--- src/rtl/serial_to_parallel_if.sv ---
// Handshake bundle between a serial link front end and the deserializer.
// The slave modport is the deserializer's view; master is the link/consumer side.
interface serial_to_parallel_if #(
    parameter int unsigned WIDTH = 4
);
    logic             start;
    logic             sen;
    logic             sin;
    logic             ack;
    logic [WIDTH-1:0] A;
    logic             valid;
    logic             busy;
    logic             overrun;

    modport master (
        output start, sen, sin, ack,
        input  A, valid, busy, overrun
    );

    modport slave (
        input  start, sen, sin, ack,
        output A, valid, busy, overrun
    );
endinterface

--- src/rtl/serial_to_parallel.sv ---
// Assembles a start-delimited, strobe-qualified serial bit stream into a
// WIDTH-bit word and presents it on A with a valid/ack handshake.
module serial_to_parallel #(
    parameter int unsigned WIDTH     = 4,
    parameter bit          MSB_FIRST = 1'b1
) (
    input logic                 clk,
    input logic                 rst,
    serial_to_parallel_if.slave bus
);
    localparam int unsigned CW = $clog2(WIDTH);

    typedef enum logic {
        IDLE  = 1'b0,
        SHIFT = 1'b1
    } state_e;

    state_e           state_q, state_d;
    logic [CW-1:0]    cnt_q, cnt_d;
    logic [WIDTH-1:0] sr_q, sr_d;
    logic [WIDTH-1:0] a_q, a_d;
    logic             valid_q, valid_d;
    logic             ovr_q, ovr_d;
    logic [WIDTH-1:0] shifted;

    always_ff @(posedge clk) begin
        if (rst) begin
            state_q <= IDLE;
            cnt_q   <= '0;
            sr_q    <= '0;
            a_q     <= '0;
            valid_q <= 1'b0;
            ovr_q   <= 1'b0;
        end else begin
            state_q <= state_d;
            cnt_q   <= cnt_d;
            sr_q    <= sr_d;
            a_q     <= a_d;
            valid_q <= valid_d;
            ovr_q   <= ovr_d;
        end
    end

    always_comb begin
        shifted = MSB_FIRST ? {sr_q[WIDTH-2:0], bus.sin} : {bus.sin, sr_q[WIDTH-1:1]};
    end

    always_comb begin
        state_d = state_q;
        cnt_d   = cnt_q;
        sr_d    = sr_q;
        a_d     = a_q;
        valid_d = valid_q;
        ovr_d   = ovr_q;

        if (valid_q && bus.ack) begin
            valid_d = 1'b0;
        end

        unique case (state_q)
            IDLE: begin
                if (bus.start) begin
                    state_d = SHIFT;
                    cnt_d   = '0;
                    sr_d    = '0;
                end
            end
            SHIFT: begin
                if (bus.start) begin
                    cnt_d = '0;
                    sr_d  = '0;
                end else if (bus.sen) begin
                    if (cnt_q == CW'(WIDTH - 1)) begin
                        // Completed word: accepted if the slot is free or being freed this edge.
                        state_d = IDLE;
                        cnt_d   = '0;
                        sr_d    = '0;
                        if (!valid_q || bus.ack) begin
                            a_d     = shifted;
                            valid_d = 1'b1;
                        end else begin
                            ovr_d = 1'b1;
                        end
                    end else begin
                        sr_d  = shifted;
                        cnt_d = cnt_q + CW'(1);
                    end
                end
            end
            default: state_d = IDLE;
        endcase
    end

    assign bus.A       = a_q;
    assign bus.valid   = valid_q;
    assign bus.busy    = (state_q == SHIFT);
    assign bus.overrun = ovr_q;
endmodule

--- src/flat_wrapper.sv ---
// flat-port wrapper written by rule: the top's interface ports become plain ports
module serial_to_parallel_flat 
#(
    parameter int unsigned WIDTH     = 4,
    parameter bit          MSB_FIRST = 1'b1
)
  (clk, rst, bus_start, bus_sen, bus_sin, bus_ack, bus_A, bus_valid, bus_busy, bus_overrun);
  serial_to_parallel_if #(.WIDTH(WIDTH)) bus_i ();
  input logic clk;
  input logic rst;
  input wire logic [$bits(bus_i.start)-1:0] bus_start;
  input wire logic [$bits(bus_i.sen)-1:0] bus_sen;
  input wire logic [$bits(bus_i.sin)-1:0] bus_sin;
  input wire logic [$bits(bus_i.ack)-1:0] bus_ack;
  output wire logic [$bits(bus_i.A)-1:0] bus_A;
  output wire logic [$bits(bus_i.valid)-1:0] bus_valid;
  output wire logic [$bits(bus_i.busy)-1:0] bus_busy;
  output wire logic [$bits(bus_i.overrun)-1:0] bus_overrun;
  assign bus_i.start = bus_start;
  assign bus_i.sen = bus_sen;
  assign bus_i.sin = bus_sin;
  assign bus_i.ack = bus_ack;
  assign bus_A = bus_i.A;
  assign bus_valid = bus_i.valid;
  assign bus_busy = bus_i.busy;
  assign bus_overrun = bus_i.overrun;
  serial_to_parallel #(.WIDTH(WIDTH), .MSB_FIRST(MSB_FIRST)) u_core (.clk(clk), .rst(rst), .bus(bus_i));
endmodule
--- config.mk ---
export PLATFORM = sky130hd
export DESIGN_NAME = serial_to_parallel_flat
export DESIGN_NICKNAME = d
export VERILOG_FILES = /design/src/rtl/serial_to_parallel_if.sv /design/src/rtl/serial_to_parallel.sv /design/src/flat_wrapper.sv
export SDC_FILE = /design/constraint.sdc
export NUM_CORES = 1
export LEC_CHECK = 0
export CORE_AREA = 2 2 39 41
export DETAILED_ROUTE_END_ITERATION = 10
export DIE_AREA = 0 0 41 43
export PLACE_DENSITY = 0.72
export SYNTH_ARGS = -nofsm -noshare
export SYNTH_HDL_FRONTEND = slang
export SYNTH_SLANG_ARGS = --single-unit
export TNS_END_PERCENT = 100
--- constraint.sdc ---
create_clock -name clk -period 2.95 [get_ports clk]
set_clock_uncertainty 0.2 [all_clocks]
set_input_delay 0.295 -clock clk [delete_from_list [all_inputs] [get_ports clk]]
set_output_delay 0.295 -clock clk [all_outputs]
set_load 0.1 [all_outputs]
==> summary.md, run 1 <==
| Metric | Value |
|---|---|
| Vias in the first global route | `409` |
| Max Fclk | `a little over 600 MHz` |
| Htree depth | `1` |
| Syn_area_per_cell | `between 8 and 9 sq um` |
| CP Launch Type | `flop` |
| Layout Nets | `76` |
| Worst vdd ir | `0.2136 mV` |
| Status | `finished, final reports clean` |
| Worst Hold Depth | `2` |
| Inserted Clock Buffers | `3` |
| Max stage delay on crit path | `0.50 ns` |
| First-pass GRT wire length | `1.531 mm` |
| Power, Total | `0.2840 mW` |
| Sequential fraction of the synthesis area | `49.36%` |
| DIE HEIGHT | `43 microns` |
| Chip width | `41 microns` |
| CTS Sinks | `12` |
| RSZ-0062 raised after global routing | `false` |
| Leakage | `roughly 0.22 nW` |
| Critical path endpoint category | `output pin` |
| Crit-path cells | `buf_4` |
| Total track usage | `13.51%` |
| Crit path kind | `flop to output pin` |
| DRT antenna net count | `0` |
| Drt total wl | `990 microns` |
| Clk Latency, worst-skew pair | `0.26 ns` |
| Post-synth top area cell | `dfxtp_1` |
| Final Setup Violations | `0` |
| Post-CTS setup buffers | `0` |
| Crit path max-delay family | `flip-flops` |
| Initial Util | `35.17%` |
| Hold Path Class | `flop to flop` |
| Rows | `14` |
| Worst-path clk slew | `0.06 ns` |
| Post-CTS Hold Fix Bufs | `0` |
| Synth Flop Type | `dfxtp_1` |
| Met2 routed wirelength | `482 microns` |
| TritonCTS clock tree | `done` |
| Ant. Diodes | `0` |
| CP max-delay cell | `dfxtp_1` |
| Worst path depth | `1` |
| Number of enable flip-flop cells after synthesis | `0` |
| Seq cells post-synth | `12` |
| Max_cap viols | `0` |
| Final setup TNS | `0 ns` |
| I/O Pins | `13` |
| Reg2Reg Depth | `4` |
| Fillers | `147` |
| Hold Violations, Final | `0` |
| WP buf/inv | `1` |
| Share of post-route cells with drive strength above 1 | `between 10% and 20%` |
| Cts repair resizes | `0` |
| Ranking of synthesized cells by area | `dfxtp_1, a21oi_1, nand4b_1` |
| Async set-reset flop share out of synthesis | `0%` |
| Total grt overflow | `0` |
| Core area | `around 1400 sq um` |
| Synth top area share | `49.36%` |
| Synthesized area | `486.7 sq um` |
| Crit-path max FO | `9` |
| CTS root buf | `clkbuf_4` |
| WHS | `around 0.25 ns` |
| Highest Signal Layer | `met4` |
| Die area | `1763 sq um` |
| WP data arrival | `1.12 ns` |
| Initial antenna violation count | `0` |
| Most common cell in the synthesized netlist | `dfxtp_1` |
| Routed via count | `432` |
| Detailed Place HPWL | `about 720 microns` |
| DRC viols | `0` |
| Max Transition Viols Final | `0` |
| Routed wl met3 | `between 40 and 50 microns` |
| Syn. warnings | `0` |
| Vias/cell | `between 5 and 6` |
| Met1 Wirelength | `418 microns` |
| Average wire per standard cell | `around 12 microns` |
| Max Buffers Root-to-Sink | `2` |
| Area Growth Syn to Fin | `25.96%` |
| Syn Inst Count | `55` |
| DR pass1 iterations | `4` |
| Unique cell type count in the Yosys netlist | `15` |
| Slew at the pin with the worst max-slew slack | `0.3044 ns` |
| Syn Nets | `62` |
| Slew headroom | `between 70 and 80%` |
| Min cycle time layout | `1.611 ns` |
| Largest net degree at the start of global routing | `10` |
| Req. time, crit path | `2.46 ns` |
| Most frequent cells after synthesis | `dfxtp_1, a21oi_1, nand2_1` |
| P per Cell Area | `approximately 460 nW/um^2` |
| Buffers on Ports | `12` |
| Routability cong. | `approximately 0.7` |
| Initial DRC Count | `6` |
| Tcrit/Tclk final | `54.61%` |
[logic make-up after synthesis]
family                   after synthesis  share of synthesized area (%)
AND/OR/NAND/NOR                       23                          26.73
AO/OA/AOI/OAI                         15                          15.42
flip-flops                            12                          49.36
buffers and inverters                  3                          3.854
multiplexers                           1                          2.057
adder cells (fa/ha/maj)                1                          2.570
[placed cells by master, fill, tap and decap left out, drive strengths merged]
cell / count
or2: 1
nor2b: 1
dfxtp: 12
o21ai: 4
mux2i: 1
nand2: 6
buf: 7
nand2b: 1
clkbuf: 3
ha: 1
a21oi: 11
nand3: 5
nand4b: 4
clkdlybuf4s50: 5
and4b: 1
nor2: 4
[path summary, 6_finish.rpt]
kind | slack (ns) | end | from
min | 0.25 | u_core.sr_q[2] | u_core.sr_q[2]
max | 1.34 | bus_busy | u_core.bus.busy
min reg2reg | 0.25 | u_core.sr_q[2] | u_core.sr_q[2]
max reg2reg | 1.48 | u_core.bus.A[2] | u_core.cnt_q[0]
[state kept, by name, summed over array words and instances (netlist names)]
name                count
u_core.bus.busy         1
u_core.bus.A            4
u_core.cnt_q            2
u_core.sr_q             3
u_core.bus.overrun      1
u_core.bus.valid        1
[per-layer routing]
metal	global-route usage [%]	vias to the layer above
li1	-	220
met1	11.40	192
met2	22.50	16
met3	3.141	4
met4	14.00	0
met5	0	-
[area by class of cell]
class                   count  area, sq um  share of cell area, %
clock buffers               3        22.52                  3.673
flip-flops and latches     12        240.2                  39.18
well taps                  16        20.02                  3.265
multi-input cells          40        227.7                  37.14
repair buffers             12        102.6                  16.73
[power breakdown]
group / internal (mW) / total (mW) / switching [mW]
clock: 0.0471 / 0.0926 / 0.0455
sequential: 0.164 / 0.167 / 0.00284
combinational: 0.00994 / 0.0249 / 0.0149
[metrics by stage]
stage	cell area (sq um)	setup WS, ns	util [%]	std cells
2_1_floorplan	486.7	1.011	-	55
3_3_place_gp	590.6	1.225	42.68	80
3_5_place_dp	590.6	1.181	42.68	80
4_1_cts	613.1	1.341	44.30	83
5_1_grt	613.1	1.282	44.30	83
6_report	613.1	1.339	44.30	83
Power figures use the tool's default switching activity.
==> run 2, diff against run 1 <==
==> constraint.sdc (replaced) <==
create_clock -name clk -period 1.5 [get_ports clk]
set_clock_uncertainty 0.2 [all_clocks]
set_input_delay 0.15 -clock clk [delete_from_list [all_inputs] [get_ports clk]]
set_output_delay 0.15 -clock clk [all_outputs]
set_load 0.1 [all_outputs]
==> run 2 against run 1 <==
- non-clock buffer count is 3 higher
- sequential power is 96% higher
- cell area is 20% higher
- first-iteration DRC count stayed put
- sequential share of layout area is 5.2 points lower
- wire length is 5.4% higher
- via count is 3.0% higher
- cell count is 4.8% higher
- hold slack better by 0.0012 ns
- critical path depth is 3 higher
- utilization is 9.0 points higher
- largest power group unchanged
==> summary.md, run 2 (synthesis results as in run 1) <==
| Metric | Value |
|---|---|
| Status | `finished, final reports clean` |
| Pre-CTS setup slack | `-0.05324 ns (-1.235 ns)` |
| CP max-delay cell | `dfxtp_1` |
| Core area | `1384 sq um (unchanged)` |
| Reg2Reg Depth | `4 (unchanged)` |
| WP data arrival | `1.35 ns (+0.23 ns)` |
| Vias in the first global route | `427 (+4.4%)` |
| Die area | `1763 sq um (unchanged)` |
| Slew at the pin with the worst max-slew slack | `0.2761 ns (-0.02824 ns)` |
| Vias/cell | `5.115 (-1.7%)` |
| Multi-input combinational cell area | `227.7 sq um (unchanged)` |
| Slew headroom | `81.55% (+1.9 points)` |
| Clk Latency, worst-skew pair | `0.27 ns (about the same)` |
| Hold Path Class | `flop to flop` |
| Sw power | `0.1439 mW (+130%)` |
| Worst r2r src | `u_core.cnt_q[0]` |
| Routed wl met3 | `51 microns (+8.5%)` |
| Worst vdd ir | `0.4335 mV (+100%)` |
| First-pass GRT wire length | `1.656 mm (+8.2%)` |
| Commonest cells after routing, fill and taps aside | `a21oi_1, buf_12, nand2_1, dfxtp_1` |
| Max_cap viols | `0 (unchanged)` |
| Chip width | `41 microns (unchanged)` |
| Leakage | `0.2626 nW (+18%)` |
| Buffers on Ports | `12 (unchanged)` |
| Max FFs per register | `4 (unchanged)` |
| Internal power | `0.4517 mW (+100%)` |
| Hold endpoint | `u_core.sr_q[2]` |
| Crit-path max FO | `5 (-4)` |
| Share of post-route cells with drive strength above 1 | `28.17% (+12 points)` |
| FF+latch area | `250.2 sq um (+4.2%)` |
| DIE HEIGHT | `43 microns (unchanged)` |
| Average wire per standard cell | `11.99 microns (+0.51%)` |
| Clock power frac | `35.2% (+2.6 points)` |
| Detailed Place HPWL | `754.5 microns (+5.0%)` |
| Worst-path clk slew | `0.07 ns (about the same)` |
| Max stage delay on crit path | `0.37 ns (-0.13 ns)` |
| CTS root buf | `clkbuf_4` |
| Routed via count | `445 (+3.0%)` |
| Rows | `14 (unchanged)` |
| Ant. Diodes | `0 (unchanged)` |
| Power, Total | `0.5956 mW (+110%)` |
| Met1 Wirelength | `497 microns (+19%)` |
| Setup crit start | `u_core.cnt_q[0]` |
| Commonest non-fill, non-tap cell in the layout | `a21oi_1` |
| Crit-path cells | `ha_1, nand4b_1, o21ai_0, a21oi_1` |
| Fillers | `125 (-15%)` |
| Area Growth Syn to Fin | `51.41%` |
| Inserted Clock Buffers | `3 (unchanged)` |
| DRC viols | `0 (unchanged)` |
| I/O Pins | `13 (unchanged)` |
| CP Launch Type | `flop` |
| Max Transition Viols Final | `0 (unchanged)` |
| CTS Sinks | `12 (unchanged)` |
| Worst path depth | `4 (+3)` |
| DRT antenna net count | `0 (unchanged)` |
| Req. time, crit path | `1.46 ns (-1.00 ns)` |
| Tcrit/Tclk final | `92.74%` |
| Total track usage | `13.67% (+0.16 points)` |
| Worst Hold Depth | `2 (unchanged)` |
| Htree depth | `1 (unchanged)` |
| Critical path endpoint category | `flop` |
| Reg2reg end | `u_core.bus.A[3]` |
| Min cycle time layout | `1.391 ns` |
| Worst R2R Setup Slack | `0.11 ns (-1.37 ns)` |
| Layout Nets | `79 (+3.9%)` |
| Crit path kind | `flop to flop` |
| Max Buffers Root-to-Sink | `2 (unchanged)` |
| DR pass1 iterations | `4 (unchanged)` |
| Sw frac | `24.16% (+1.9 points)` |
| Initial Util | `35.17% (unchanged)` |
| Final Setup Violations | `0 (unchanged)` |
| Largest net degree at the start of global routing | `10 (unchanged)` |
| Final Worst Setup Slack | `0.1089 ns (-1.230 ns)` |
| Cts repair resizes | `0 (unchanged)` |
| Highest Signal Layer | `met4` |
| Hold Violations, Final | `0 (unchanged)` |
| Met2 routed wirelength | `480 microns (-0.41%)` |
| Sequential Power Share | `55.0% (-3.6 points)` |
| Max Fclk | `around 720 MHz` |
| Initial DRC Count | `6 (unchanged)` |
| TritonCTS clock tree | `done` |
| RSZ-0062 raised after global routing | `true` |
| Hold_sp | `u_core.sr_q[2]` |
| Drt total wl | `1.043 mm (+5.4%)` |
| P per Cell Area | `808.2 nW/um^2 (+74%)` |
| Total grt overflow | `0 (unchanged)` |
| WP buf/inv | `0 (-1)` |
| Initial antenna violation count | `0 (unchanged)` |
| Routability cong. | `0.7457 (+7.7%)` |
| Comb power frac | `9.8% (+1.0 points)` |
| Crit path max-delay family | `flip-flops` |
-- run 2: cell types whose count changed in the layout (fill, tap and decap cells not counted), sizes merged --
cell    delta
clkbuf     +1
buf        +3
-- run 2: cell type report --
cell class              count  area share, %
repair buffers             15          28.86
multi-input cells          40          30.90
clock buffers               4          3.565
well taps                  16          2.716
flip-flops and latches     12          33.96
-- run 2: worst max path at each step --
stage,to,slack (ns)
after detailed placement,u_core.bus.A[3],-0.05
after global placement,u_core.bus.A[3],-0.0006
final,u_core.bus.A[3],0.11
after CTS,u_core.bus.A[3],0.12
after floorplan,u_core.bus.A[0],0.05
after global routing,u_core.bus.A[0],-0.02
-- run 2: per-layer routing --
layer  global-route usage, %  vias to the layer above
met5                       0                        -
met4                   8.000                        0
met3                   4.712                        2
met2                   21.25                       14
met1                   15.16                      202
li1                        -                      227
-- run 2: repair_timing --
item,CTS,global route
buffers inserted,0,0
hold buffers,0,0
endpoints found under the hold margin,0,0
endpoints found under the setup margin,0,3
-- run 2: power groups by stage --
stage | clock network, mW | logic (mW) | registers, mW
finish | 0.210 | 0.0583 | 0.328
global route | 0.222 | 0.0629 | 0.328
CTS | 0.214 | 0.0580 | 0.328
detailed placement | 0 | 0.0575 | 0.335
global placement | 0 | 0.0572 | 0.335
floorplan | 0 | 0.0220 | 0.344
-- run 2: worst min-delay path, cell delays in order (launching register included) --
cell and delay (ns):
dfxtp_1 0.31, nand2_1 0.05, a21oi_1 0.05
-- run 2: metrics by stage --
| step | util, % | instance area, sq um | std cells | hold WS (ns) | setup TNS, ns |
|---|---|---|---|---|---|
| 6_report | 53.25 | 737.0 | 87 | 0.2560 | 0 |
| 5_1_grt | 53.25 | 737.0 | 87 | 0.2924 | -0.04500 |
| 4_1_cts | 53.25 | 737.0 | 87 | 0.2647 | 0 |
| 3_5_place_dp | 51.36 | 710.7 | 83 | 0.2545 | -0.1842 |
| 3_3_place_gp | 51.36 | 710.7 | 83 | 0.2474 | -0.0006115 |
| 2_1_floorplan | - | 496.7 | 55 | 0.06614 | 0 |
==> run 3, diff against run 2 <==
--- a/config.mk
+++ b/config.mk
@@ -5,10 +5,12 @@
 export SDC_FILE = /design/constraint.sdc
 export NUM_CORES = 1
 export LEC_CHECK = 0
-export CORE_AREA = 2 2 39 41
+export CELL_PAD_IN_SITES_DETAIL_PLACEMENT = 0
+export CELL_PAD_IN_SITES_GLOBAL_PLACEMENT = 1
+export CORE_AREA = 2 2 42 44
 export DETAILED_ROUTE_END_ITERATION = 10
-export DIE_AREA = 0 0 41 43
-export PLACE_DENSITY = 0.72
+export DIE_AREA = 0 0 44 46
+export PLACE_DENSITY = 0.8
 export SYNTH_ARGS = -nofsm -noshare
 export SYNTH_HDL_FRONTEND = slang
 export SYNTH_SLANG_ARGS = --single-unit
==> run 3 against run 2 <==
- clock power grew 25%
- total power grew 9.0%
- non-clock buffer count shrank 1
- clock-buffer cell count is the same
- register-to-register slack gained 0.05 ns
- critical path type unchanged
- highest routed layer unchanged
==> summary.md, run 3 (synthesis results as in run 1) <==
| Metric | Value |
|---|---|
| Leakage | `0.2606 nW (-0.76%)` |
| TritonCTS clock tree | `done` |
| Placed instance area | `704.4 sq um (-0.88%)` |
| Average wire per standard cell | `11.67 microns (-2.7%)` |
| Rows | `15 (+1)` |
| Comb power frac | `8.9% (-0.9 points)` |
| CTS Sinks | `12 (unchanged)` |
| Critical path endpoint category | `flop` |
| Status | `finished, final reports clean` |
| DR pass1 iterations | `4 (unchanged)` |
| Req. time, crit path | `1.46 ns (about the same)` |
| Final Setup Violations | `0 (unchanged)` |
| Htree depth | `1 (unchanged)` |
| Max Fclk | `744.7 MHz (+3.6%)` |
| Core area | `1614 sq um (+17%)` |
| Slew at the pin with the worst max-slew slack | `0.3391 ns (+0.06299 ns)` |
| Sequential Power Share | `50.6% (-4.4 points)` |
| Die area | `2024 sq um (+15%)` |
| RSZ-0062 raised after global routing | `false` |
| Sw power | `0.1525 mW (+5.9%)` |
| Clk Latency, worst-skew pair | `0.28 ns (about the same)` |
| Max Buffers Root-to-Sink | `2 (unchanged)` |
| Multi-input combinational cell area | `240.2 sq um (+5.5%)` |
| Max Transition Viols Final | `0 (unchanged)` |
| P per Cell Area | `860.6 nW/um^2 (+6.5%)` |
| Initial Util | `30.16% (-5.0 points)` |
| FF+latch area | `251.5 sq um (+0.50%)` |
| Drt total wl | `1.015 mm (-2.7%)` |
| Buffers on Ports | `12 (unchanged)` |
| Power, Total | `0.6493 mW (+9.0%)` |
| Vias/cell | `4.977 (-2.7%)` |
| DRT antenna net count | `0 (unchanged)` |
| Routed via count | `433 (-2.7%)` |
| Post-CTS Hold Fix Bufs | `0 (unchanged)` |
| Crit path kind | `flop to flop` |
| Sw frac | `23.48% (-0.68 points)` |
| Hold Path Class | `flop to flop` |
| Commonest non-fill, non-tap cell in the layout | `a21oi_1` |
| Clock power frac | `40.5% (+5.3 points)` |
| Post-CTS setup buffers | `0 (unchanged)` |
| Detailed Place HPWL | `735.5 microns (-2.5%)` |
| Min cycle time layout | `1.343 ns (-0.04827 ns)` |
| Fillers | `151 (+21%)` |
| CTS root buf | `clkbuf_4` |
| Internal power | `0.4968 mW (+10%)` |
| Largest net degree at the start of global routing | `10 (unchanged)` |
| Max_cap viols | `0 (unchanged)` |
| Total grt overflow | `0 (unchanged)` |
| Final Worst Setup Slack | `0.1572 ns (+0.04827 ns)` |
| WP data arrival | `1.31 ns (-0.04 ns)` |
| Pre-CTS setup slack | `-0.03137 ns (+0.02187 ns)` |
| Tcrit/Tclk final | `89.52% (-3.2 points)` |
| DIE HEIGHT | `46 microns (+7.0%)` |
| Routability cong. | `0.7361 (-1.3%)` |
| CP Launch Type | `flop` |
| Initial antenna violation count | `0 (unchanged)` |
| I/O Pins | `13 (unchanged)` |
| Share of post-route cells with drive strength above 1 | `31.43% (+3.3 points)` |
| Vias in the first global route | `384 (-10%)` |
| Post-route cell area | `754.5 sq um (+2.4%)` |
| Slew headroom | `77.35% (-4.2 points)` |
| DRC viols | `0 (unchanged)` |
| Worst Hold Depth | `2 (unchanged)` |
| Max FFs per register | `4 (unchanged)` |
| Inserted Clock Buffers | `3 (unchanged)` |
| Ant. Diodes | `0 (unchanged)` |
| Layout Nets | `78 (-1.3%)` |
| WHS | `0.2593 ns (+0.003317 ns)` |
| First-pass GRT wire length | `1.690 mm (+2.1%)` |
| Worst vdd ir | `0.3356 mV (-23%)` |
| Final setup TNS | `0 ns (unchanged)` |
| Reg2Reg Depth | `4 (unchanged)` |
| Area Growth Syn to Fin | `55.01%` |
| Hold Violations, Final | `0 (unchanged)` |
| Crit-path max FO | `7 (+2)` |
| Chip width | `44 microns (+7.3%)` |
| Initial DRC Count | `10 (+4)` |
| Total track usage | `11.84% (-1.8 points)` |
| Worst-path clk slew | `0.08 ns (about the same)` |
| Commonest cells after routing, fill and taps aside | `a21oi_1, buf_12, nand2_1, dfxtp_2` |
-- run 3: changes by cell type in the layout (fill, tap and decap cells not counted), sizes merged --
| cell | before | now |
|---|---|---|
| buf | 10 | 9 |
-- run 3: final timing paths --
check / startpoint / to / slack [ns]
max: u_core.cnt_q[1] / u_core.bus.A[2] / 0.16
min: u_core.sr_q[2] / u_core.sr_q[2] / 0.26
max reg2reg: u_core.cnt_q[1] / u_core.bus.A[2] / 0.16
min reg2reg: u_core.sr_q[2] / u_core.sr_q[2] / 0.26
-- run 3: cell type report --
cell class | instances | share of cell area (%)
tap | 17 | 2.819
clock buffer | 4 | 4.809
sequential | 12 | 33.33
timing repair buffer | 14 | 27.20
multi-input combinational | 40 | 31.84
-- run 3: what timing repair did --
item | CTS | global route
endpoints found under the hold margin | 0 | 0
resized for setup | 0 | 7
setup endpoints to repair | 0 | 4
-- run 3: power groups by stage --
stage	Combinational (mW)	Clock (mW)	Sequential, mW
detailed placement	0.0573	0	0.335
global placement	0.0575	0	0.335
CTS	0.0577	0.270	0.328
floorplan	0.0220	0	0.344
global route	0.0622	0.290	0.329
finish	0.0580	0.263	0.328
-- run 3: through the flow --
step	utilization (%)	std cells
finish	46.74	87
global route	46.74	87
detailed placement	43.64	83
global placement	43.64	83
CTS	45.89	87
floorplan	-	55
-- run 3: routing by layer --
metal  vias up  share of wire [%]  global-route usage [%]
met5         -                  0                       0
met4         0                2.7                   9.091
met3         4                5.5                   3.968
met2        12                 43                   15.59
met1       193                 49                   15.63
li1        224                  -                       -
-- run 3: critical path: stages, from the launching register on --
cell	delay, ns
dfxtp_1	0.38
ha_4	0.18
nand4b_1	0.21
o21ai_1	0.19
a21oi_1	0.08
